==> config.mk <==
export PLATFORM = sky130hd
export DESIGN_NAME = div_seq_ctrl
export DESIGN_NICKNAME = d
export VERILOG_FILES = /design/src/rtl/div_pkg.sv /design/src/rtl/div_step.sv /design/src/rtl/div_seq_ctrl.sv
export SDC_FILE = /design/constraint.sdc
export NUM_CORES = 1
export LEC_CHECK = 0
export CORE_UTILIZATION = 60
export DETAILED_ROUTE_END_ITERATION = 12
export DONT_BUFFER_PORTS = 1
export PLACE_DENSITY_LB_ADDON = 0.08
export SYNTH_ARGS = -nofsm -noshare
export SYNTH_HDL_FRONTEND = slang
export SYNTH_SLANG_ARGS = --single-unit
==> constraint.sdc <==
create_clock -name clock -period 8 [get_ports clock]
set_clock_uncertainty 0.15 [all_clocks]
set_input_delay 1.6 -clock clock [delete_from_list [all_inputs] [get_ports clock]]
set_output_delay 1.6 -clock clock [all_outputs]
set_load 0.02 [all_outputs]
==> src/rtl/div_pkg.sv <==
// Shared definitions for the sequential signed divider: state encoding and sizing constants.
package div_pkg;

  localparam int unsigned DivWidth  = 32;
  // One restoring step per quotient bit.
  localparam int unsigned IterCount = DivWidth;

  typedef enum logic [1:0] {
    StIdle = 2'd0,
    StIter = 2'd1,
    StFix  = 2'd2,
    StDone = 2'd3
  } div_state_e;

endpackage

==> src/rtl/div_step.sv <==
// One restoring division step: shift {rem,quo} left, trial-subtract the divisor magnitude.
module div_step #(
  parameter int unsigned WIDTH = 32
) (
  input  logic [WIDTH-1:0] rem_i,
  input  logic [WIDTH-1:0] quo_i,
  input  logic [WIDTH:0]   div_i,
  output logic [WIDTH-1:0] rem_o,
  output logic [WIDTH-1:0] quo_o
);

  logic [WIDTH:0] rem_sh;
  logic [WIDTH:0] diff;
  logic           fits;

  // rem < |divisor| <= 2^(WIDTH-1), so rem_sh < 2^WIDTH and diff[WIDTH] is a valid sign.
  assign rem_sh = {rem_i, quo_i[WIDTH-1]};
  assign diff   = rem_sh - div_i;
  assign fits   = ~diff[WIDTH];

  assign rem_o = fits ? diff[WIDTH-1:0] : rem_sh[WIDTH-1:0];
  assign quo_o = {quo_i[WIDTH-2:0], fits};

endmodule

==> src/rtl/div_seq_ctrl.sv <==
// Sequential signed (truncating) divider: one restoring step per cycle, sign fix-up, done pulse.
module div_seq_ctrl
  import div_pkg::*;
#(
  parameter int unsigned WIDTH = DivWidth
) (
  input  logic             clock,
  input  logic             clear,
  input  logic             start,
  input  logic [WIDTH-1:0] dividend,
  input  logic [WIDTH-1:0] divisor,
  output logic             busy,
  output logic             done,
  output logic [WIDTH-1:0] quotient,
  output logic [WIDTH-1:0] remainder,
  output logic             div_by_zero
);

  localparam int unsigned    CntW     = (WIDTH > 1) ? $clog2(WIDTH) : 1;
  localparam logic [CntW-1:0] LastIter = CntW'(WIDTH - 1);

  div_state_e       state_q;
  logic [CntW-1:0]  cnt_q;
  logic [WIDTH-1:0] rem_q;
  logic [WIDTH-1:0] quo_q;
  logic [WIDTH:0]   div_q;
  logic             neg_quo_q;
  logic             neg_rem_q;
  logic             busy_q;
  logic             done_q;
  logic [WIDTH-1:0] quotient_q;
  logic [WIDTH-1:0] remainder_q;
  logic             dbz_q;

  logic [WIDTH-1:0] dividend_mag;
  logic [WIDTH:0]   divisor_ext;
  logic [WIDTH:0]   divisor_mag;
  logic [WIDTH-1:0] step_rem;
  logic [WIDTH-1:0] step_quo;

  // |-2^(WIDTH-1)| = 2^(WIDTH-1) still fits WIDTH bits when read as unsigned.
  assign dividend_mag = dividend[WIDTH-1] ? (WIDTH'(0) - dividend) : dividend;
  assign divisor_ext  = {divisor[WIDTH-1], divisor};
  assign divisor_mag  = divisor[WIDTH-1] ? ((WIDTH+1)'(0) - divisor_ext) : divisor_ext;

  div_step #(
    .WIDTH (WIDTH)
  ) u_div_step (
    .rem_i (rem_q),
    .quo_i (quo_q),
    .div_i (div_q),
    .rem_o (step_rem),
    .quo_o (step_quo)
  );

  always_ff @(posedge clock or posedge clear) begin
    if (clear) begin
      state_q     <= StIdle;
      cnt_q       <= '0;
      rem_q       <= '0;
      quo_q       <= '0;
      div_q       <= '0;
      neg_quo_q   <= 1'b0;
      neg_rem_q   <= 1'b0;
      busy_q      <= 1'b0;
      done_q      <= 1'b0;
      quotient_q  <= '0;
      remainder_q <= '0;
      dbz_q       <= 1'b0;
    end else begin
      done_q <= 1'b0;
      case (state_q)
        StIdle: begin
          if (start) begin
            busy_q <= 1'b1;
            if (divisor == '0) begin
              quotient_q  <= '0;
              remainder_q <= dividend;
              dbz_q       <= 1'b1;
              done_q      <= 1'b1;
              state_q     <= StDone;
            end else begin
              quo_q     <= dividend_mag;
              rem_q     <= '0;
              div_q     <= divisor_mag;
              neg_quo_q <= dividend[WIDTH-1] ^ divisor[WIDTH-1];
              neg_rem_q <= dividend[WIDTH-1];
              cnt_q     <= '0;
              state_q   <= StIter;
            end
          end
        end
        StIter: begin
          quo_q <= step_quo;
          rem_q <= step_rem;
          cnt_q <= cnt_q + CntW'(1);
          if (cnt_q == LastIter) begin
            state_q <= StFix;
          end
        end
        StFix: begin
          quotient_q  <= neg_quo_q ? (WIDTH'(0) - quo_q) : quo_q;
          remainder_q <= neg_rem_q ? (WIDTH'(0) - rem_q) : rem_q;
          dbz_q       <= 1'b0;
          done_q      <= 1'b1;
          state_q     <= StDone;
        end
        StDone: begin
          busy_q  <= 1'b0;
          state_q <= StIdle;
        end
        default: begin
          busy_q  <= 1'b0;
          state_q <= StIdle;
        end
      endcase
    end
  end

  assign busy        = busy_q;
  assign done        = done_q;
  assign quotient    = quotient_q;
  assign remainder   = remainder_q;
  assign div_by_zero = dbz_q;

endmodule

* After elaboration in Yosys (flattened, before gate mapping)
Index checks and enable logic that the tools add are counted.
** Cells by class
- $add $sub $neg :: 6
- Bitwise operators :: 3
- Reductions and logical operators :: 10
- Equality and inequality tests :: 8
- Muxes and demuxes :: 32
** Operators with widths (number)
- $mux W32 :: 12
- $pmux W32 S2 :: 4
- $sub A1 B32 Y32 const A :: 3
- $mux W33 :: 1
- $sub A1 B32 Y33 const A :: 1
- $sub A33 B33 Y33 :: 1
- $logic_not A32 Y1 :: 1
- $mux W5 :: 2
- $pmux W5 S2 :: 1
- $reduce_and A3 Y1 :: 3
- $ne A2 B2 Y1 const B :: 4
- $pmux W2 S4 :: 1
- $mux W2 :: 3
- $pmux W1 S2 :: 3
- $reduce_bool A2 Y1 :: 3
- $add A5 B1 Y5 const B :: 1
- $eq A5 B5 Y1 const B :: 1
- $mux W1 :: 5
- $eq A2 B2 Y1 const B :: 2
- $reduce_and A2 Y1 :: 2
- $eq A2 B1 Y1 const B :: 1
- $logic_not A2 Y1 :: 1
- $not A1 Y1 :: 2
- $xor A1 B1 Y1 :: 1
** Word-level totals
- Register bits after elaboration :: 173
- Word-level logic and storage cells :: 71
- Output and inout port bits :: 67
- Input bits :: 67

* Depth between registers and ports, before layout
Gate-level depths: netlist (run 1).
- Depth in word-level cells :: 5
- Gate-level depth with buffers :: 13
- Gate-level depth less buffers :: 12

* By module
Synthesis (run 1) repeated with hierarchy kept, for this count alone.
** Unflattened totals
- Cells, all modules :: 1427
- Area total of the unflattened synthesis :: 12288.0 um^2
** Modules (own cells, without submodules)
- div_seq_ctrl :: times used 1, area each 9711.8 um^2, seq. area each 4329.2 um^2, cells an instance 1083
- div_step :: times used 1, area each 2576.2 um^2, seq. area each 0.0 um^2, cells an instance 344

* Worst setup path after synthesis (run 1)
Ideal clock, no wire load.
- Path type :: input to register
- Start point :: input divisor[6]
- End point :: register remainder_q[1], in the netlist remainder[1]
- Buffers on the path :: 2
- Arrival time :: 3644 ps
- Stages :: 9
- Setup slack :: 4069 ps
- Path through :: or4_1 nor4_4 and3_1 nand3_1 or3_1 clkbuf_1 clkbuf_1 o22ai_1 a21oi_1
** On the way
- Longest elaborated chain between the ends :: 3
** Ends and longest elaborated chain
- from (decl) :: RTL line div_seq_ctrl.sv:11 : input logic [WIDTH-1:0] divisor,
- $logic_not A32 Y1 :: RTL line div_seq_ctrl.sv:76 : if (divisor == '0) begin
- $ne A2 B2 Y1 (no source line)
- $reduce_and A3 Y1 (no source line)
- to (signal assigned) :: RTL line div_seq_ctrl.sv:78 : remainder_q <= dividend;
- to (signal assigned) :: RTL line div_seq_ctrl.sv:103 : remainder_q <= neg_rem_q ? (WIDTH'(0) - rem_q) : rem_q;
- to (decl) :: RTL line div_seq_ctrl.sv:32 : logic [WIDTH-1:0] remainder_q;
Every way passes these cells.
A chain may end at the register's enable or synchronous reset.

* Final worst setup path (run 1)
- Start point :: input divisor[6]
- End point :: register cnt_q[2]
** On the way
- Longest elaborated chain between the ends :: 3
** Ends and longest elaborated chain
- $logic_not A32 Y1 :: RTL line div_seq_ctrl.sv:76
- $ne A2 B2 Y1 (no source line)
- $reduce_and A3 Y1 (no source line)
- to (signal assigned) :: RTL line div_seq_ctrl.sv:96 : cnt_q <= cnt_q + CntW'(1);
- to (decl) :: RTL line div_seq_ctrl.sv:23 : logic [CntW-1:0] cnt_q;
Every way passes these cells.

==> run_results.csv, run 1 <==
group,metric,value,unit
setup_path,worstPathArrival,5.19,ns
drt,drt_iter0_drc,531,
timing,setup-violations-final,0,
drt,routed_via_density,5.98,
cts,clk_pin_slew_worst_paths,0.06,ns
floorplanning,floorplan.rows,49,
synthesis,asyncSetResetFlopFracSynth,100,%
global_routing,global_route_wire_length_before_repair,42700,um
drt,detail-route-antenna-nets,0,
synthesis,postSynthNetCount,1441,
synthesis,synthesis.area_per_instance,8.49,um^2
hold_path,hold_path_class,"reg2reg",
outcome,run_status,"finished, violations left",
setup_path,r2r-end,"rem_q[27]",
drt,drt_drc_violations_left,16,
synthesis,synthesis_stage_register_bit_count,173,
global_routing,globalRoute.totalOverflow,0,
drt,route.final.wire_length,25100,um
floorplanning,top_level_ports,134,
setup_path,maximum_fanout_count_along_the_critical_path,68,
setup_path,setup.worst_path.start_class,"input port",
global_routing,antenna_violations_before_repair,0,
setup_path,critPathLaunch,"divisor[6]",
timing,final_min_period_over_clock_period,62.8,%
hold_path,hold-path-endpoint,"cnt_q[3]",
outcome,failing_checks,"design-rule violations",
cts,tritoncts,"yes",
synthesis,leading_register_cell_type_out_of_synthesis,"sky130_fd_sc_hd__dfrtp_1",
drt,drt-wirelength-per-cell,16.4,um
power,power.ir.vdd_worst,197,uV
synthesis,number_of_instances_in_the_synthesized_netlist,1331,
final_layout,post_route_cells_drive_above_1_share,4.83,%
synthesis,synth_area,0.0113,mm^2
power,clkPwrFrac,17.4,%
placement,globalplace.congestion,0.891,
placement,dp_slack,2.51,ns
cts,cts_setup_buffers,0,
timing,min_period,5.02,ns
drt,firstDrtPassIters,11,
final_layout,num_antenna_cells,0,
setup_path,critPathCaptureType,"flip-flop",
setup_path,worst_r2r_path_depth,13,
power,cell_internal_pwr,0.00257,W
cts,cts_max_level,4,
timing,tns,0,ns
timing,grt_setup_unrepaired,"no",
final_layout,final_design_area_no_fill,0.0120,mm^2
cts,insertion_delay,0.43,ns
cts,cts.path.max_buffers,2,
setup_path,rrSetupSlack,4.19,ns
job,drv_cap,0,
drt,route.vias.total,9161,
power,power_frac_comb,44.8,%
cts,post_cts_hold_buffer_count,0,
placement,port_buffers,0,
synthesis,number_of_flops_mapped_to_enable_cells_by_yosys,0,
cts,cts_resized,0,
timing,hold_viol,0,
setup_path,critPathKind,"in2reg",
timing,slew_viol_final,0,
setup_path,worst-endpoint-required,8.17,ns
cts,cts_sinks,173,
power,switchingPower,0.00221,W
placement,dpl-instance-area,0.0114,mm^2
power,power.share.switching,46.3,%
power,seqPwrFrac,37.8,%
synthesis,yosysWarnings,0,
global_routing,first_global_vias,8784,
hold_path,worst_hold_launch,"cnt_q[3]",
placement,placed_cells,1501,
timing,timing_worst_slew_pin_value,1.16,ns
final_layout,fillCellCount,1574,
floorplanning,fp.coreArea,0.0182,mm^2
floorplanning,starting_density_of_the_core,62.1,%
final_layout,flow.area_growth_from_synthesis,6.16,%
power,power_leakage,5.33,nW
final_layout,fin_cells,1533,
synthesis,synth-seq-area-share,38.3,%
floorplanning,horizontal_die_dimension,139,um
global_routing,pin_count_of_the_biggest_net_entering_global_routing,110,
cts,clk_root_buffer_cell,"sky130_fd_sc_hd__clkbuf_16",
global_routing,grtUsageTotal,27.0,%
timing,layout_setup_ws,2.98,ns
timing,max_freq,0.199,GHz
hold_path,worst_hold_path.num_cells,1,
cts,cts_made_buffers,17,
floorplanning,die_h,139,um
setup_path,r2r_start,"quo_q[31]",
final_layout,net_total_in_the_final_layout,1401,
power,power.density_cell_area,398,mW/mm^2
synthesis,ys_types,64,
timing,slew_headroom,22.5,%
floorplanning,die-area,0.0194,mm^2
placement,dp.final_hpwl,18700,um
[logic make-up (layout without fill, tap and decap cells)]
| family | Yosys count | count (layout) | synth area share [%] |
|---|---|---|---|
| buffers and inverters | 125 | 98 | 4.44 |
| AO/OA/AOI/OAI | 421 | 421 | 22.1 |
| multiplexers | 35 | 35 | 3.19 |
| flip-flops | 173 | 173 | 38.3 |
| adder cells (fa/ha/maj) | 43 | 43 | 4.83 |
| AND/OR/NAND/NOR | 386 | 386 | 15.6 |
| XOR/XNOR | 148 | 148 | 11.5 |
[Yosys cell counts, types with 4 or more instances]
library cell / count / area share, %
sky130_fd_sc_hd__mux2i_1: 30 / 2.7
sky130_fd_sc_hd__mux2_2: 4 / 0.40
sky130_fd_sc_hd__or2_2: 4 / 0.22
sky130_fd_sc_hd__or3_1: 21 / 1.2
sky130_fd_sc_hd__xor2_1: 103 / 8.0
sky130_fd_sc_hd__a21oi_1: 124 / 5.5
sky130_fd_sc_hd__xnor2_1: 44 / 3.4
sky130_fd_sc_hd__inv_1: 58 / 1.9
sky130_fd_sc_hd__a22o_1: 4 / 0.31
sky130_fd_sc_hd__o21a_1: 7 / 0.47
sky130_fd_sc_hd__a21o_1: 12 / 0.80
sky130_fd_sc_hd__nand4_1: 4 / 0.22
sky130_fd_sc_hd__a32o_1: 4 / 0.35
sky130_fd_sc_hd__o21ai_1: 35 / 1.6
sky130_fd_sc_hd__ha_1: 42 / 4.7
sky130_fd_sc_hd__dfrtp_1: 173 / 38
sky130_fd_sc_hd__buf_2: 11 / 0.49
sky130_fd_sc_hd__or4_1: 11 / 0.73
sky130_fd_sc_hd__buf_1: 4 / 0.13
sky130_fd_sc_hd__nand2b_1: 13 / 0.72
sky130_fd_sc_hd__nand3_1: 22 / 0.97
sky130_fd_sc_hd__nand2_1: 171 / 5.7
sky130_fd_sc_hd__o41ai_1: 19 / 1.5
sky130_fd_sc_hd__o211ai_1: 4 / 0.27
sky130_fd_sc_hd__clkbuf_1: 48 / 1.6
sky130_fd_sc_hd__nor3_1: 17 / 0.75
sky130_fd_sc_hd__nor2b_1: 11 / 0.61
sky130_fd_sc_hd__nor2_1: 88 / 2.9
sky130_fd_sc_hd__a31oi_1: 4 / 0.22
sky130_fd_sc_hd__o21ai_0: 116 / 5.1
sky130_fd_sc_hd__and3_1: 7 / 0.39
sky130_fd_sc_hd__o22ai_1: 33 / 1.8
sky130_fd_sc_hd__o31ai_1: 31 / 2.1
sky130_fd_sc_hd__nor4_1: 6 / 0.33
[critical path, stage by stage]
cell and delay [ns]:
sky130_fd_sc_hd__or4_1 0.63, sky130_fd_sc_hd__nor4_4 0.31, sky130_fd_sc_hd__and3_1 0.28, sky130_fd_sc_hd__a31oi_4 0.09, sky130_fd_sc_hd__buf_4 0.36, sky130_fd_sc_hd__a21oi_4 0.79
sky130_fd_sc_hd__buf_4 0.59, sky130_fd_sc_hd__nor2_1 0.06, sky130_fd_sc_hd__mux2_2 0.28, sky130_fd_sc_hd__a22o_1 0.17
[metal layers]
| metal | GRT usage [%] | vias up | wire [um] |
|---|---|---|---|
| li1 | - | 4636 | - |
| met1 | 36.0 | 4255 | 11600 |
| met2 | 44.5 | 232 | 11600 |
| met3 | 4.61 | 38 | 1370 |
| met4 | 9.65 | 0 | 547 |
| met5 | 0 | - | 0 |
[final cells by class]
class,count,area (um^2),area share [%]
multi-input combinational,1033,6510,54.3
clock buffer,18,429,3.58
tap,229,287,2.39
timing repair buffer,8,60.1,0.501
sequential,173,4330,36.1
clock inverter,14,159,1.32
inverter,58,223,1.86
[placed cells by master, fill, tap and decap left out, types with 4 or more instances in the layout]
| master | synthesis | layout |
|---|---|---|
| sky130_fd_sc_hd__o21a_1 | 7 | 7 |
| sky130_fd_sc_hd__mux2_2 | 4 | 4 |
| sky130_fd_sc_hd__xnor2_1 | 44 | 43 |
| sky130_fd_sc_hd__and3_1 | 7 | 7 |
| sky130_fd_sc_hd__or2_2 | 4 | 4 |
| sky130_fd_sc_hd__xor2_1 | 103 | 103 |
| sky130_fd_sc_hd__or3_1 | 21 | 21 |
| sky130_fd_sc_hd__mux2i_1 | 30 | 30 |
| sky130_fd_sc_hd__nand4_1 | 4 | 4 |
| sky130_fd_sc_hd__a22o_1 | 4 | 4 |
| sky130_fd_sc_hd__or4_1 | 11 | 11 |
| sky130_fd_sc_hd__clkbuf_16 | 0 | 17 |
| sky130_fd_sc_hd__a21o_1 | 12 | 12 |
| sky130_fd_sc_hd__nor4_1 | 6 | 6 |
| sky130_fd_sc_hd__o21ai_1 | 35 | 35 |
| sky130_fd_sc_hd__o21ai_0 | 116 | 116 |
| sky130_fd_sc_hd__nand2b_1 | 13 | 13 |
| sky130_fd_sc_hd__buf_4 | 3 | 8 |
| sky130_fd_sc_hd__dfrtp_1 | 173 | 173 |
| sky130_fd_sc_hd__a32o_1 | 4 | 4 |
| sky130_fd_sc_hd__inv_1 | 58 | 57 |
| sky130_fd_sc_hd__nor2b_1 | 11 | 11 |
| sky130_fd_sc_hd__inv_6 | 0 | 6 |
| sky130_fd_sc_hd__nor3_1 | 17 | 17 |
| sky130_fd_sc_hd__o41ai_1 | 19 | 19 |
| sky130_fd_sc_hd__nand3_1 | 22 | 22 |
| sky130_fd_sc_hd__o22ai_1 | 33 | 33 |
| sky130_fd_sc_hd__ha_1 | 42 | 41 |
| sky130_fd_sc_hd__nand2_1 | 171 | 171 |
| sky130_fd_sc_hd__o211ai_1 | 4 | 4 |
| sky130_fd_sc_hd__o31ai_1 | 31 | 31 |
| sky130_fd_sc_hd__nor2_1 | 88 | 88 |
| sky130_fd_sc_hd__a21oi_1 | 124 | 122 |
[metrics by stage]
stage / power (W) / hold WS [ns] / utilization, %
after detailed placement: 0.00396 / 0.321 / 62.6
after global routing: 0.00518 / 0.333 / 65.9
after global placement: 0.00390 / 0.306 / 62.6
after CTS: 0.00480 / 0.327 / 65.9
final: 0.00478 / 0.326 / 65.9
after floorplan: 0.00349 / 0.287 / -
[flip-flops by register name (all words and copies together), names as in the netlist]
signal and flops:
neg_rem_q 1, rem_q 32, done 1, state_q 2, div_q 33, remainder 32, cnt_q 5, quotient 32
busy 1, quo_q 32, neg_quo_q 1, div_by_zero 1
[power by group through the flow]
stage	Clock (W)	Combinational (W)	Sequential (W)
2_1_floorplan	0	0.00182	0.00167
3_3_place_gp	0	0.00209	0.00180
3_5_place_dp	0	0.00214	0.00182
4_1_cts	0.000843	0.00215	0.00180
5_1_grt	0.000879	0.00244	0.00186
6_report	0.000832	0.00214	0.00181
[worst max path at each step]
stage / endpoint / slack (ns) / depth (start not counted)
after global routing: cnt_q[2] / 2.68 / 10
after global placement: cnt_q[2] / 2.56 / 10
after floorplan: busy / 1.56 / 1
after detailed placement: cnt_q[2] / 2.51 / 10
after CTS: cnt_q[2] / 2.98 / 10
final: cnt_q[2] / 2.98 / 10
No activity file was read; power rests on OpenSTA's default activity.
==> inputs of run 2 (changes only) <==
--- a/config.mk
+++ b/config.mk
@@ -5,7 +5,7 @@
 export SDC_FILE = /design/constraint.sdc
 export NUM_CORES = 1
 export LEC_CHECK = 0
-export CORE_UTILIZATION = 60
+export CORE_UTILIZATION = 59
 export DETAILED_ROUTE_END_ITERATION = 12
 export DONT_BUFFER_PORTS = 1
 export PLACE_DENSITY_LB_ADDON = 0.08
==> constraint.sdc (replaced) <==
create_clock -name clock -period 4.4 [get_ports clock]
set_clock_uncertainty 0.15 [all_clocks]
set_input_delay 0.88 -clock clock [delete_from_list [all_inputs] [get_ports clock]]
set_output_delay 0.88 -clock clock [all_outputs]
set_load 0.02 [all_outputs]
==> run 2 against run 1 <==
The flow now finishes without violations. Critical path type is now reg2reg. Clock power rose by 75%. Die area rose by 1.7%. Sequential power rose by 81%. Via count fell by 0.22%. Critical path depth rose by 2. Power rose by 82%. Utilization fell by 1.6 points. Critical endpoint is now rem_q[29]. Largest power group unchanged.
==> run_results.csv, run 2 (synthesis gave the netlist of run 1 again) <==
group,metric,value,unit
setup_path,critPathCaptureType,"flip-flop",
floorplanning,starting_density_of_the_core,60.2,%
timing,setup-violations-final,0,
drt,detail-route-antenna-nets,0,
floorplanning,fp.coreArea,0.0188,mm^2
drt,route.final.wire_length,25300,um
global_routing,global_route_wire_length_before_repair,42100,um
placement,placed_cells,1512,
global_routing,grtUsageTotal,26.7,%
final_layout,fin_cells,1544,
timing,slew_headroom,30.0,%
cts,cts_max_level,4,
cts,tritoncts,"yes",
setup_path,critical_path.endpoint,"rem_q[29]",
timing,hold_viol,0,
timing,tns,0,ns
timing,max_freq,0.275,GHz
floorplanning,horizontal_die_dimension,140,um
drt,route.vias.total,9141,
final_layout,layout_commonest_cell,"sky130_fd_sc_hd__dfrtp_1",
placement,port_buffers,0,
final_layout,flow.area_growth_from_synthesis,6.75,%
floorplanning,top_level_ports,134,
timing,min_period,3.63,ns
cts,post_cts_hold_buffer_count,0,
drt,drt_drc_violations_left,0,
global_routing,antenna_violations_before_repair,0,
final_layout,net_total_in_the_final_layout,1407,
floorplanning,floorplan.rows,50,
cts,insertion_delay,0.44,ns
setup_path,r2r-end,"rem_q[29]",
job,drv_cap,0,
final_layout,num_antenna_cells,0,
setup_path,worstPathArrival,3.84,ns
setup_path,setup.worst_path.start_class,"flip-flop",
setup_path,maximum_fanout_count_along_the_critical_path,8,
global_routing,globalRoute.totalOverflow,0,
drt,routed_via_density,5.92,
global_routing,first_global_vias,8478,
hold_path,hold_path_class,"in2async",
outcome,run_status,"finished clean",
drt,drt_iter0_drc,421,
cts,cts.path.max_buffers,2,
setup_path,worst_r2r_path_depth,12,
final_layout,most-common-layout-cells,"sky130_fd_sc_hd__dfrtp_1 (173), sky130_fd_sc_hd__nand2_1 (171), sky130_fd_sc_hd__a21oi_1 (122)",
timing,grt_setup_unrepaired,"no",
floorplanning,die-area,0.0197,mm^2
final_layout,largest_register_ffs,33,
setup_path,critPathKind,"reg2reg",
power,power_leakage,5.35,nW
global_routing,pin_count_of_the_biggest_net_entering_global_routing,93,
timing,slew_viol_final,0,
placement,dp.final_hpwl,19000,um
cts,cts_made_buffers,17,
setup_path,rrSetupSlack,0.77,ns
setup_path,r2r_start,"quo_q[31]",
placement,globalplace.congestion,0.935,
timing,final_min_period_over_clock_period,82.5,%
cts,cts_sinks,173,
timing,timing_worst_slew_pin_value,1.05,ns
cts,cts_setup_buffers,0,
cts,clk_root_buffer_cell,"sky130_fd_sc_hd__clkbuf_16",
final_layout,finish.utilization,64.3,%
floorplanning,die_h,140,um
power,power.ir.vdd_worst,343,uV
power,power.density_cell_area,721,mW/mm^2
drt,drt-wirelength-per-cell,16.4,um
cts,clk_pin_slew_worst_paths,0.07,ns
final_layout,post_route_cells_drive_above_1_share,5.27,%
setup_path,critPathLaunch,"quo_q[31]",
setup_path,worst-endpoint-required,4.60,ns
final_layout,largest-register,"div_q",
cts,cts_resized,0,
drt,firstDrtPassIters,7,
## run 2: cell types whose count changed in the layout (fill, tap and decap cells not counted), moves of 2 or more
| cell | change |
|---|---|
| sky130_fd_sc_hd__buf_12 | +3 |
| sky130_fd_sc_hd__buf_4 | +3 |
| sky130_fd_sc_hd__bufinv_16 | -2 |
| sky130_fd_sc_hd__clkinv_2 | -2 |
| sky130_fd_sc_hd__clkinv_4 | -2 |
| sky130_fd_sc_hd__clkinvlp_4 | +3 |
| sky130_fd_sc_hd__inv_8 | +2 |
## run 2: power by group
group / switching, W / internal (W) / total (W)
Clock: 0.000694 / 0.000763 / 0.00146
Sequential: 0.00103 / 0.00225 / 0.00328
Combinational: 0.00234 / 0.00161 / 0.00396
## run 2: layer usage
metal | vias up | track usage (%) | share of wire (%)
met5 | - | 0 | 0
met4 | 0 | 9.95 | 2.6
met3 | 38 | 4.65 | 3.8
met2 | 196 | 43.0 | 46
met1 | 4274 | 36.1 | 48
li1 | 4633 | - | -
## run 2: stage by stage
stage                     setup WS (ns)  instance area (um^2)  hold WS [ns]  power, W
final                             0.768                 12100         0.289   0.00869
after global placement            0.531                 11500         0.315   0.00714
after global routing              0.565                 12100         0.346   0.00946
after CTS                         0.777                 12100         0.303   0.00874
after floorplan                    1.16                 11300         0.287   0.00635
after detailed placement          0.465                 11500         0.319   0.00727
## run 2: worst min path at each step
stage | from | to | slack, ns
after floorplan | cnt_q[3] | cnt_q[3] | 0.29
after global placement | cnt_q[3] | cnt_q[3] | 0.31
after detailed placement | cnt_q[3] | cnt_q[3] | 0.32
after CTS | clear | rem_q[8] | 0.30
after global routing | clear | rem_q[8] | 0.35
final | clear | rem_q[8] | 0.29
## run 2: worst max-delay path: stages (launching register included)
cell and delay [ns]:
sky130_fd_sc_hd__dfrtp_1 0.37, sky130_fd_sc_hd__inv_1 0.14, sky130_fd_sc_hd__ha_1 0.27, sky130_fd_sc_hd__fa_1 0.40, sky130_fd_sc_hd__nand2b_1 0.19, sky130_fd_sc_hd__a21oi_1 0.29
sky130_fd_sc_hd__o21a_1 0.26, sky130_fd_sc_hd__a21oi_2 0.10, sky130_fd_sc_hd__a21oi_2 0.25, sky130_fd_sc_hd__a41oi_2 0.23, sky130_fd_sc_hd__xor2_2 0.44, sky130_fd_sc_hd__mux2_2 0.39
sky130_fd_sc_hd__o211ai_1 0.07
## run 2: final cells by class
class | instances | area, um^2
well taps | 234 | 293
fillers | 1634 | 6710
multi-input cells | 1033 | 6510
repair buffers | 14 | 143
inverters | 58 | 221
clock inverters | 13 | 125
flip-flops and latches | 173 | 4330
clock buffers | 19 | 443
